--- src/rtl/placar_pkg.sv ---
// Shared types and constants for the multi-player scoreboard.
package placar_pkg;

  // Game FSM states
  typedef enum logic [1:0] {
    ST_IDLE    = 2'd0,
    ST_PLAYING = 2'd1,
    ST_OVER    = 2'd2
  } state_t;

  // Width of the winner index output (up to 8 players)
  localparam int PLAYER_IDX_W = 3;

endpackage

--- src/rtl/edge_rise_n.sv ---
// W-wide rising-edge detector. A level held high yields a single pulse;
// a high level at reset release counts as an edge because the history is 0.
module edge_rise_n #(
  parameter int W = 2
) (
  input  logic         clock,
  input  logic         reset_n,
  input  logic [W-1:0] i_d,
  output logic [W-1:0] o_pulse
);

  logic [W-1:0] r_d;

  // History register tracks the input every cycle, in every game state
  always_ff @(posedge clock or negedge reset_n) begin
    if (!reset_n) r_d <= '0;
    else          r_d <= i_d;
  end

  assign o_pulse = i_d & ~r_d;

endmodule

--- src/rtl/placar_multi.sv ---
// N-player point scoreboard: saturating scores, first-to-N or win-by-two,
// draw detection, LED thermometers with a blinking winner segment.
module placar_multi
  import placar_pkg::*;
#(
  parameter int NUM_PLAYERS = 2,
  parameter int WIN_POINTS  = 7,
  parameter int MAX_POINTS  = 15,
  parameter int BLINK_DIV   = 25000000,
  // Derived from MAX_POINTS; leave at its default
  parameter int PTS_W       = $clog2(MAX_POINTS + 1)
) (
  input  logic                              clock,
  input  logic                              reset_n,
  input  logic [NUM_PLAYERS-1:0]            vic,
  input  logic                              deuce_mode,
  input  logic                              new_game,
  output logic [NUM_PLAYERS*PTS_W-1:0]      pontos,
  output logic [NUM_PLAYERS*WIN_POINTS-1:0] LED,
  output logic                              game_over,
  output logic [PLAYER_IDX_W-1:0]           winner,
  output logic                              draw
);

  localparam int BW = (BLINK_DIV > 1) ? $clog2(BLINK_DIV) : 1;
  localparam logic [BW-1:0]    BLINK_LAST = BW'(BLINK_DIV - 1);
  localparam logic [PTS_W-1:0] SAT_MAX    = PTS_W'(MAX_POINTS);
  localparam logic [PTS_W-1:0] WIN_TH     = PTS_W'(WIN_POINTS);

  logic [NUM_PLAYERS-1:0]            w_pulse;
  logic [NUM_PLAYERS-1:0][PTS_W-1:0] r_score;
  logic [NUM_PLAYERS-1:0][PTS_W-1:0] w_score_nxt;
  logic [NUM_PLAYERS-1:0]            w_win;
  logic [NUM_PLAYERS-1:0]            r_win_mask;
  logic [PLAYER_IDX_W-1:0]           w_win_idx;
  logic                              w_scoring;
  logic                              w_decide;
  logic [BW-1:0]                     r_blink_cnt;
  logic                              r_blink_vis;
  logic                              r_game_over;
  logic [PLAYER_IDX_W-1:0]           r_winner;
  logic                              r_draw;
  state_t                            r_state, w_state_nxt;

  edge_rise_n #(.W(NUM_PLAYERS)) u_edge (
    .clock   (clock),
    .reset_n (reset_n),
    .i_d     (vic),
    .o_pulse (w_pulse)
  );

  // Scores only move outside OVER; once frozen the win check sees no change
  assign w_scoring = (r_state != ST_OVER);

  for (genvar g = 0; g < NUM_PLAYERS; g++) begin : g_player
    logic [PTS_W-1:0] w_max_o;
    logic [PTS_W:0]   w_ext_me, w_ext_lim;

    assign w_score_nxt[g] = (w_scoring && w_pulse[g] && (r_score[g] != SAT_MAX))
                          ? r_score[g] + PTS_W'(1) : r_score[g];

    // Highest next-state score among the other players
    always_comb begin
      w_max_o = '0;
      for (int j = 0; j < NUM_PLAYERS; j++)
        if (j != g && w_score_nxt[j] > w_max_o) w_max_o = w_score_nxt[j];
    end

    // One extra bit so "+2" cannot wrap near saturation
    assign w_ext_me  = {1'b0, w_score_nxt[g]};
    assign w_ext_lim = {1'b0, w_max_o} + (PTS_W+1)'(2);
    assign w_win[g]  = (w_score_nxt[g] >= WIN_TH) && (!deuce_mode || (w_ext_me >= w_ext_lim));

    // Thermometer is score > k, which saturates at WIN_POINTS by construction
    for (genvar k = 0; k < WIN_POINTS; k++) begin : g_seg
      assign LED[g*WIN_POINTS + k] = (r_score[g] > PTS_W'(k)) && !(r_win_mask[g] && !r_blink_vis);
    end

    assign pontos[g*PTS_W +: PTS_W] = r_score[g];
  end

  // Lowest winning index wins ties
  always_comb begin
    w_win_idx = '0;
    for (int j = NUM_PLAYERS - 1; j >= 0; j--)
      if (w_win[j]) w_win_idx = PLAYER_IDX_W'(j);
  end

  assign w_decide = w_scoring && (|w_win) && !new_game;

  // FSM state register
  always_ff @(posedge clock or negedge reset_n) begin
    if (!reset_n) r_state <= ST_IDLE;
    else          r_state <= w_state_nxt;
  end

  // Next state: first pulse starts play, any winner ends it, new_game overrides
  always_comb begin
    w_state_nxt = r_state;
    case (r_state)
      ST_IDLE:    if (|w_pulse) w_state_nxt = ST_PLAYING;
      ST_PLAYING: w_state_nxt = ST_PLAYING;
      ST_OVER:    w_state_nxt = ST_OVER;
      default:    w_state_nxt = ST_IDLE;
    endcase
    if (w_decide) w_state_nxt = ST_OVER;
    if (new_game) w_state_nxt = ST_IDLE;
  end

  // Scores, result latch and winner blink timer
  always_ff @(posedge clock or negedge reset_n) begin
    if (!reset_n) begin
      r_score     <= '0;
      r_game_over <= 1'b0;
      r_winner    <= '0;
      r_draw      <= 1'b0;
      r_win_mask  <= '0;
      r_blink_cnt <= '0;
      r_blink_vis <= 1'b1;
    end else if (new_game) begin
      r_score     <= '0;
      r_game_over <= 1'b0;
      r_winner    <= '0;
      r_draw      <= 1'b0;
      r_win_mask  <= '0;
      r_blink_cnt <= '0;
      r_blink_vis <= 1'b1;
    end else begin
      r_score <= w_score_nxt;
      if (w_decide) begin
        r_game_over <= 1'b1;
        r_winner    <= w_win_idx;
        r_draw      <= |(w_win & (w_win - 1'b1));
        r_win_mask  <= w_win;
        r_blink_cnt <= '0;
        r_blink_vis <= 1'b1;
      end else if (r_game_over) begin
        if (r_blink_cnt == BLINK_LAST) begin
          r_blink_cnt <= '0;
          r_blink_vis <= ~r_blink_vis;
        end else begin
          r_blink_cnt <= r_blink_cnt + BW'(1);
        end
      end
    end
  end

  assign game_over = r_game_over;
  assign winner    = r_winner;
  assign draw      = r_draw;

endmodule

--- config.mk ---
export PLATFORM = sky130hd
export DESIGN_NAME = placar_multi
export DESIGN_NICKNAME = d
export VERILOG_FILES = /design/src/rtl/placar_pkg.sv /design/src/rtl/edge_rise_n.sv /design/src/rtl/placar_multi.sv
export SDC_FILE = /design/constraint.sdc
export NUM_CORES = 1
export LEC_CHECK = 0
export CAP_MARGIN = 40
export CORE_MARGIN = 2
export CORE_UTILIZATION = 30
export CTS_CLUSTER_DIAMETER = 40
export CTS_CLUSTER_SIZE = 40
export DETAILED_ROUTE_END_ITERATION = 10
export PLACE_DENSITY = 0.49
export SLEW_MARGIN = 20
export SYNTH_ARGS = -nofsm -noshare
export SYNTH_HDL_FRONTEND = slang
export SYNTH_SLANG_ARGS = --single-unit
--- constraint.sdc ---
create_clock -name clock -period 4.05 [get_ports clock]
set_input_delay 0.405 -clock clock [delete_from_list [all_inputs] [get_ports clock]]
set_output_delay 0.405 -clock clock [all_outputs]
set_load 0.01 [all_outputs]
# Word-level counts from Yosys, hierarchy flattened
# Cells that the tools add are included.
[classes] n_reduce_logical=39 n_eq_ne=7 n_mux=27 bitwise=4 n_addsub=6 n_lt_le_gt_ge=20
[op_table] op="2-to-1 mux 25 bit" n=4
[op_table] op="adder 25 x 1 -> 25 bit (second input constant)" n=1
[op_table] op="equality test 25 bit (second input constant)" n=1
[op_table] op="greater-than comparator 4 x 1 -> 1 bit (second input constant)" n=6
[op_table] op="greater-than comparator 4 x 3 -> 1 bit (second input constant)" n=6
[op_table] op="logical AND 1 bit" n=24
[op_table] op="greater-than comparator 4 x 2 -> 1 bit (second input constant)" n=4
[op_table] op="2-to-1 mux 4 bit" n=4
[op_table] op="!= test 4 bit (second input constant)" n=3
[op_table] op="adder 4 x 2 -> 5 bit (second input constant)" n=2
[op_table] op=">= comparator 4 x 5 -> 1 bit" n=2
[op_table] op="2-to-1 mux 1 bit" n=10
[op_table] op="2-to-1 mux 2 bit" n=5
[op_table] op="adder 4 x 1 -> 4 bit (second input constant)" n=2
[op_table] op=">= comparator 4 x 3 -> 1 bit (second input constant)" n=2
[op_table] op="2-to-1 mux 8 bit" n=1
[op_table] op="2-to-1 mux 3 bit" n=2
[op_table] op="one-hot mux 2 bit (3 select lines)" n=1
[op_table] op="nonzero test 3 bit" n=2
[op_table] op="OR reduction 2 bit" n=3
[op_table] op="logical NOT 1 bit" n=5
[op_table] op="AND 2 bit" n=2
[op_table] op="equality test 2 x 1 -> 1 bit (second input constant)" n=1
[op_table] op="equality test 2 bit (second input constant)" n=1
[op_table] op="other kinds (8)" n=9
[word_totals] in_bits=6 regBits=45

# Depth between registers and ports, before layout
[depth] word_depth=16 ltp_mapped=14

# Modules after synthesis
# Synthesis repeated with hierarchy kept, for this count alone.
[hier_totals] cells_unflattened=334 hier_area_um2=2886.5
[by_module_without_submodules] module="placar_multi" instances=1 area_per_inst_um2=2808.9 cells_each=330
[by_module_without_submodules] module="edge_rise_n" instances=1 area_per_inst_um2=77.6 cells_each=4

# Worst setup path before layout
# No wires, ideal clock.
[synth_timing] path_kind="reg-to-reg" startpoint="register r_score, in the netlist pontos[1]" endpoint="register r_blink_cnt[21]" stages_incl_launch_ff=15 period_less_slack_ps=2971 arrival_time_ps=2891 setup_time_ps=79 t_required_ps=3971 path_slack_ps=1079 cell_sequence="dfrtp_1 > ha_1 > nand3_2 > nand3_2 > mux2i_2 > nor2_1 > xnor2_1 > ha_1 > o21ai_0 > a21oi_1 > o32ai_1 > a211o_4 > buf_6 > a31oi_1 > mux2i_1"
[synth_between] elab_chain_cells=14 word_cells_on_any_way=20
[synth_rtl] item="start, declared" line="placar_multi.sv:31" text="logic [NUM_PLAYERS-1:0][PTS_W-1:0] r_score;"
[synth_rtl] item="start signal, assigned" line="placar_multi.sv:129" text="r_score <= w_score_nxt;"
[synth_rtl] item="parallel branches: the longest is 2 deep, another holds adder 4 x 1 -> 4 bit"
[synth_rtl] item="2-to-1 mux 4 bit (*)" line="placar_multi.sv:60" text="? r_score[g] + PTS_W'(1) : r_score[g];"
[synth_rtl] item="greater-than comparator 4 x 1 -> 1 bit" line="placar_multi.sv:66" text="if (j != g && w_score_nxt[j] > w_max_o) w_max_o = w_score_nxt[j];"
[synth_rtl] item="2-to-1 mux 4 bit" line="placar_multi.sv:66"
[synth_rtl] item="adder 4 x 2 -> 5 bit" line="placar_multi.sv:71" text="assign w_ext_lim = {1'b0, w_max_o} + (PTS_W+1)'(2);"
[synth_rtl] item=">= comparator 4 x 5 -> 1 bit" line="placar_multi.sv:72" text="assign w_win[g] = (w_score_nxt[g] >= WIN_TH) && (!deuce_mode || (w_ext_me >= w_ext_lim));"
[synth_rtl] item="logical OR 1 bit" line="placar_multi.sv:72"
[synth_rtl] item="logical AND 1 bit" line="placar_multi.sv:72"
[synth_rtl] item="OR reduction 2 bit (*)" line="placar_multi.sv:89" text="assign w_decide = w_scoring && (|w_win) && !new_game;"
[synth_rtl] item="logical AND 1 bit (*) (2 in a row)" line="placar_multi.sv:89"
[synth_rtl] item="2-to-1 mux 25 bit" line="placar_multi.sv:130" text="if (w_decide) begin"
[synth_rtl] item="2-to-1 mux 25 bit" line="placar_multi.sv:120" text="end else if (new_game) begin"
[synth_rtl] item="end signal, assigned" line="placar_multi.sv:142" text="r_blink_cnt <= r_blink_cnt + BW'(1);"
[synth_rtl] item="end, declared" line="placar_multi.sv:38" text="logic [BW-1:0] r_blink_cnt;"
# Every way passes the cells marked *.
# A chain may end at the register's enable or synchronous reset.

# Worst setup path in the final report
[layout_timing] startpoint="input port vic[1]" endpoint="register r_blink_cnt[13]"
[layout_between] elab_chain_cells=15 word_cells_on_any_way=20
[layout_rtl] item="start, declared" line="placar_multi.sv:15" text="input logic [NUM_PLAYERS-1:0] vic,"
[layout_rtl] item="AND 2 bit (*)" line="edge_rise_n.sv:20" text="assign o_pulse = i_d & ~r_d;"
[layout_rtl] item="logical AND 1 bit (*) (2 in a row)" line="placar_multi.sv:59" text="assign w_score_nxt[g] = (w_scoring && w_pulse[g] && (r_score[g] != SAT_MAX))"
[layout_rtl] item="2-to-1 mux 4 bit (*)" line="placar_multi.sv:60"
[layout_rtl] item="greater-than comparator 4 x 1 -> 1 bit" line="placar_multi.sv:66"
[layout_rtl] item="2-to-1 mux 4 bit" line="placar_multi.sv:66"
[layout_rtl] item="adder 4 x 2 -> 5 bit" line="placar_multi.sv:71"
[layout_rtl] item=">= comparator 4 x 5 -> 1 bit" line="placar_multi.sv:72"
[layout_rtl] item="logical OR 1 bit" line="placar_multi.sv:72"
[layout_rtl] item="logical AND 1 bit" line="placar_multi.sv:72"
[layout_rtl] item="OR reduction 2 bit (*)" line="placar_multi.sv:89"
[layout_rtl] item="logical AND 1 bit (*) (2 in a row)" line="placar_multi.sv:89"
[layout_rtl] item="2-to-1 mux 25 bit" line="placar_multi.sv:130"
[layout_rtl] item="2-to-1 mux 25 bit" line="placar_multi.sv:120"
# Mark *: on every way between the ends. The rest lies on a longest branch, timed or not.

==> results.yml <==
worst_setup_path:
  r2r_start: "pontos[5]"
  crit_start: "vic[1]"
  cp.required_ps: 4190
  arrival_ps: 3500
  endpoint_kind: "flop"
  cpPeakStageDelay_ps: 530
  crit_path_max_fanout: 23
  cp_cell_sequence: "clkdlybuf4s50_1 -> nor2b_2 -> nor3b_2 -> mux2i_1 -> inv_1 -> xnor2_1 -> ha_1 -> o21ai_0 -> a21oi_1 -> o32ai_1 -> a211o_2 -> nand3b_1 -> buf_12 -> a311oi_2"
  crit_type: "in2reg"
  start_kind: "input pin"
  critPathSlowestCell: "a211o_2"
logic_synthesis:
  yosysTopAreaCell: "dfrtp_1"
  synth_top_area_share_pct: 36.2
  synthMuxAreaShare_pct: 5.51
  seq_area_frac_synth_pct: 37.1
  yosys_warnings: 0
  ys_types: 53
  avgSynthCellArea_um2: 8.73
  ys_seq_elements: 43
  synth-edff-count: 0
  async_flop_share_pct: 100
  synth_compound_area_share_pct: 12.8
  synth_ff_type: "dfrtp_1"
  synth_xor_area_share_pct: 3.87
  post_synth_instance_area_um2: 2910
  synth_fa_ha_area_share_pct: 7.32
  synthCells: 333
  synth_area_leaders: "dfrtp_1 (36%), ha_1 (7.3%), nor2_1 (6.7%)"
  synth_top_family_by_area: "simple AND/OR/NAND/NOR gates"
  synth_simple_gate_area_share_pct: 26.9
placed_design:
  dp_hpwl_mm: 4.72
  place_ws_ps: 380
  gp_congestion: 0.813
  port_buffers: 30
  placed_cells: 481
global_route:
  grt_overflow: 0
  grt_pass1_vias: 2253
  grt_antenna_before_repair: 0
  grt_first_pass_wirelength_mm: 11.4
  grt_max_degree: 29
  grt_usage_pct: 13.6
detailed_routing:
  viasPerCell: 4.92
  ant_nets: 0
  vias: 2412
  drt_iter0_drc: 90
  first_pass_iters: 4
  wirelength_mm: 6.55
  wire_per_inst_um: 13.4
  drc: 0
clock_tree:
  clk_latency_ps: 290
  clockBufferDepth: 2
  cts_tree: "yes"
  cts.clk_slew.worst_paths_ps: 80
  clock_sinks: 43
  root_buffer: "clkbuf_8"
  cts_setup_buffers: 0
  cts_made_buffers: 5
  cts.repair.resized: 0
  cts_hold_buf: 0
  htree_num_levels: 2
run_status:
  status: "finished clean"
layout:
  area_growth_pct: 18.3
  register_area_um2: 1080
  drive_above_1_share_pct: 8.86
  antenna_cells: 0
  fillers: 974
  layout.cells.non_filler: 490
  multiInputGateArea_um2: 1650
  fin_nets: 383
timing:
  drv_slew: 0
  period_share_pct: 83.1
  fin_crit_ps: 3360
  slew_headroom_pct: 46.6
  skew_ps: 6.43
  tightest_slew_ps: 800
  finalSetupViolCount: 0
  clock.fmax_mhz: 297
  layout_setup_ws_ps: 686
  tns_ps: 0
  grt_setup_unrepaired: "no"
  hold_violations: 0
die:
  fp.dieArea_um2: 10500
  pin_count: 33
  fp.coreArea_um2: 9330
  start_util_pct: 31.2
  fp.dieW_um: 102
  rows: 35
  die_y_um: 102
worst_hold_path:
  holdCritPathClass: "in2async"
power_and_ir_drop:
  powerDensity_nw_per_um2: 256
  vdd.ir_drop.worst_v: 0.000161
  leakage_nw: 1.41
job:
  cap_violations: 0
[synth_stat cells (5+ instances only)]
library cell  number
a21oi_1           25
a31oi_1            8
buf_4              5
clkbuf_1           6
dfrtp_1           42
ha_1              17
inv_1             23
mux2i_1            8
mux2i_2            5
nand2_1           19
nand2b_1           5
nand3_1           18
nand4_1           13
nand4b_1           6
nor2_1            52
nor3_1             8
o21ai_0           11
xnor2_1            6
xor2_1             5
[cells in the final DEF, fill, tap and decap left out, drive strengths merged, types with 2 or more instances in the layout]
| cell type | n |
|---|---|
| nor2 | 52 |
| or4 | 2 |
| conb | 2 |
| o32ai | 2 |
| a21oi | 25 |
| dfrtp | 42 |
| a21boi | 2 |
| nand4 | 13 |
| and3 | 4 |
| nand4b | 6 |
| clkdlybuf4s50 | 29 |
| a31oi | 8 |
| buf | 5 |
| clkbuf | 8 |
| nand2 | 19 |
| nand2b | 6 |
| mux2i | 13 |
| ha | 17 |
| or2b | 2 |
| xor2 | 5 |
| inv | 23 |
| nor3 | 9 |
| nor4 | 3 |
| nand3 | 21 |
| o31a | 3 |
| nor2b | 4 |
| a211o | 2 |
| a311oi | 2 |
| o21ai | 11 |
| xnor2 | 7 |
[state kept, by name, summed over array words and instances (netlist names)]
| name | count |
|---|---|
| winner | 1 |
| game_over | 1 |
| r_blink_vis | 1 |
| r_win_mask | 2 |
| r_state | 2 |
| pontos | 8 |
| r_blink_cnt | 25 |
| u_edge.r_d | 2 |
| draw | 1 |
[worst max-delay path: cells and delay by family]
family	cells	cell delay [ps]
XOR/XNOR	1	150
adder cells (fa/ha/maj)	1	270
buffers and inverters	3	780
AO/OA/AOI/OAI	5	860
multiplexers	1	360
AND/OR/NAND/NOR	3	650
[metrics by stage]
step           total power, W  instance area [um2]  utilization, %  hold WS (ps)
2_1_floorplan        0.000507                 2910               -           109
3_3_place_gp         0.000553                 3300            35.4           506
3_5_place_dp         0.000556                 3320            35.6           367
4_1_cts              0.000895                 3430            36.8          41.5
5_1_grt              0.000927                 3440            36.9          42.4
6_report             0.000879                 3440            36.9          38.6
[worst paths after layout]
kind	endpoint	slack, ps	cells after the start
max	r_blink_cnt[13]	690	14
min	r_blink_cnt[19]	40	1
max reg2reg	r_blink_cnt[13]	740	13
min reg2reg	r_state[0]	520	1
max in group asynchronous	r_blink_vis	3450	2
min in group clock	r_state[0]	520	1
[layer usage]
metal / up-vias / GRT usage (%) / wire length [um]
li1: 1223 / - / -
met1: 1131 / 20.0 / 3400
met2: 53 / 21.1 / 2850
met3: 5 / 2.33 / 249
met4: 0 / 2.46 / 45
met5: - / 0 / 0
[final cells by class]
type                    count  share of cell area [%]
inverters                  23                    2.51
multi-input cells         252                    48.0
flip-flops and latches     43                    31.3
well taps                 129                    4.69
clock inverters             1                   0.873
repair buffers             35                    10.4
clock buffers               7                    2.22
[where the power goes]
group          internal, W  switching (W)
combinational    0.0000487      0.0000590
clock             0.000185       0.000147
sequential        0.000433     0.00000571
total             0.000667       0.000212
[cell families (layout without fill, tap and decap cells)]
kind of cell | count (synthesis) | in the layout
buffers and inverters | 39 | 66
and+or+nand+nor | 148 | 148
adders and majority gates | 17 | 17
muxes | 14 | 14
DFF | 43 | 43
other | 1 | 2
AOI/OAI and AO/OA | 59 | 59
xor gates and xnor gates | 12 | 12
Power figures use the tool's default switching activity.
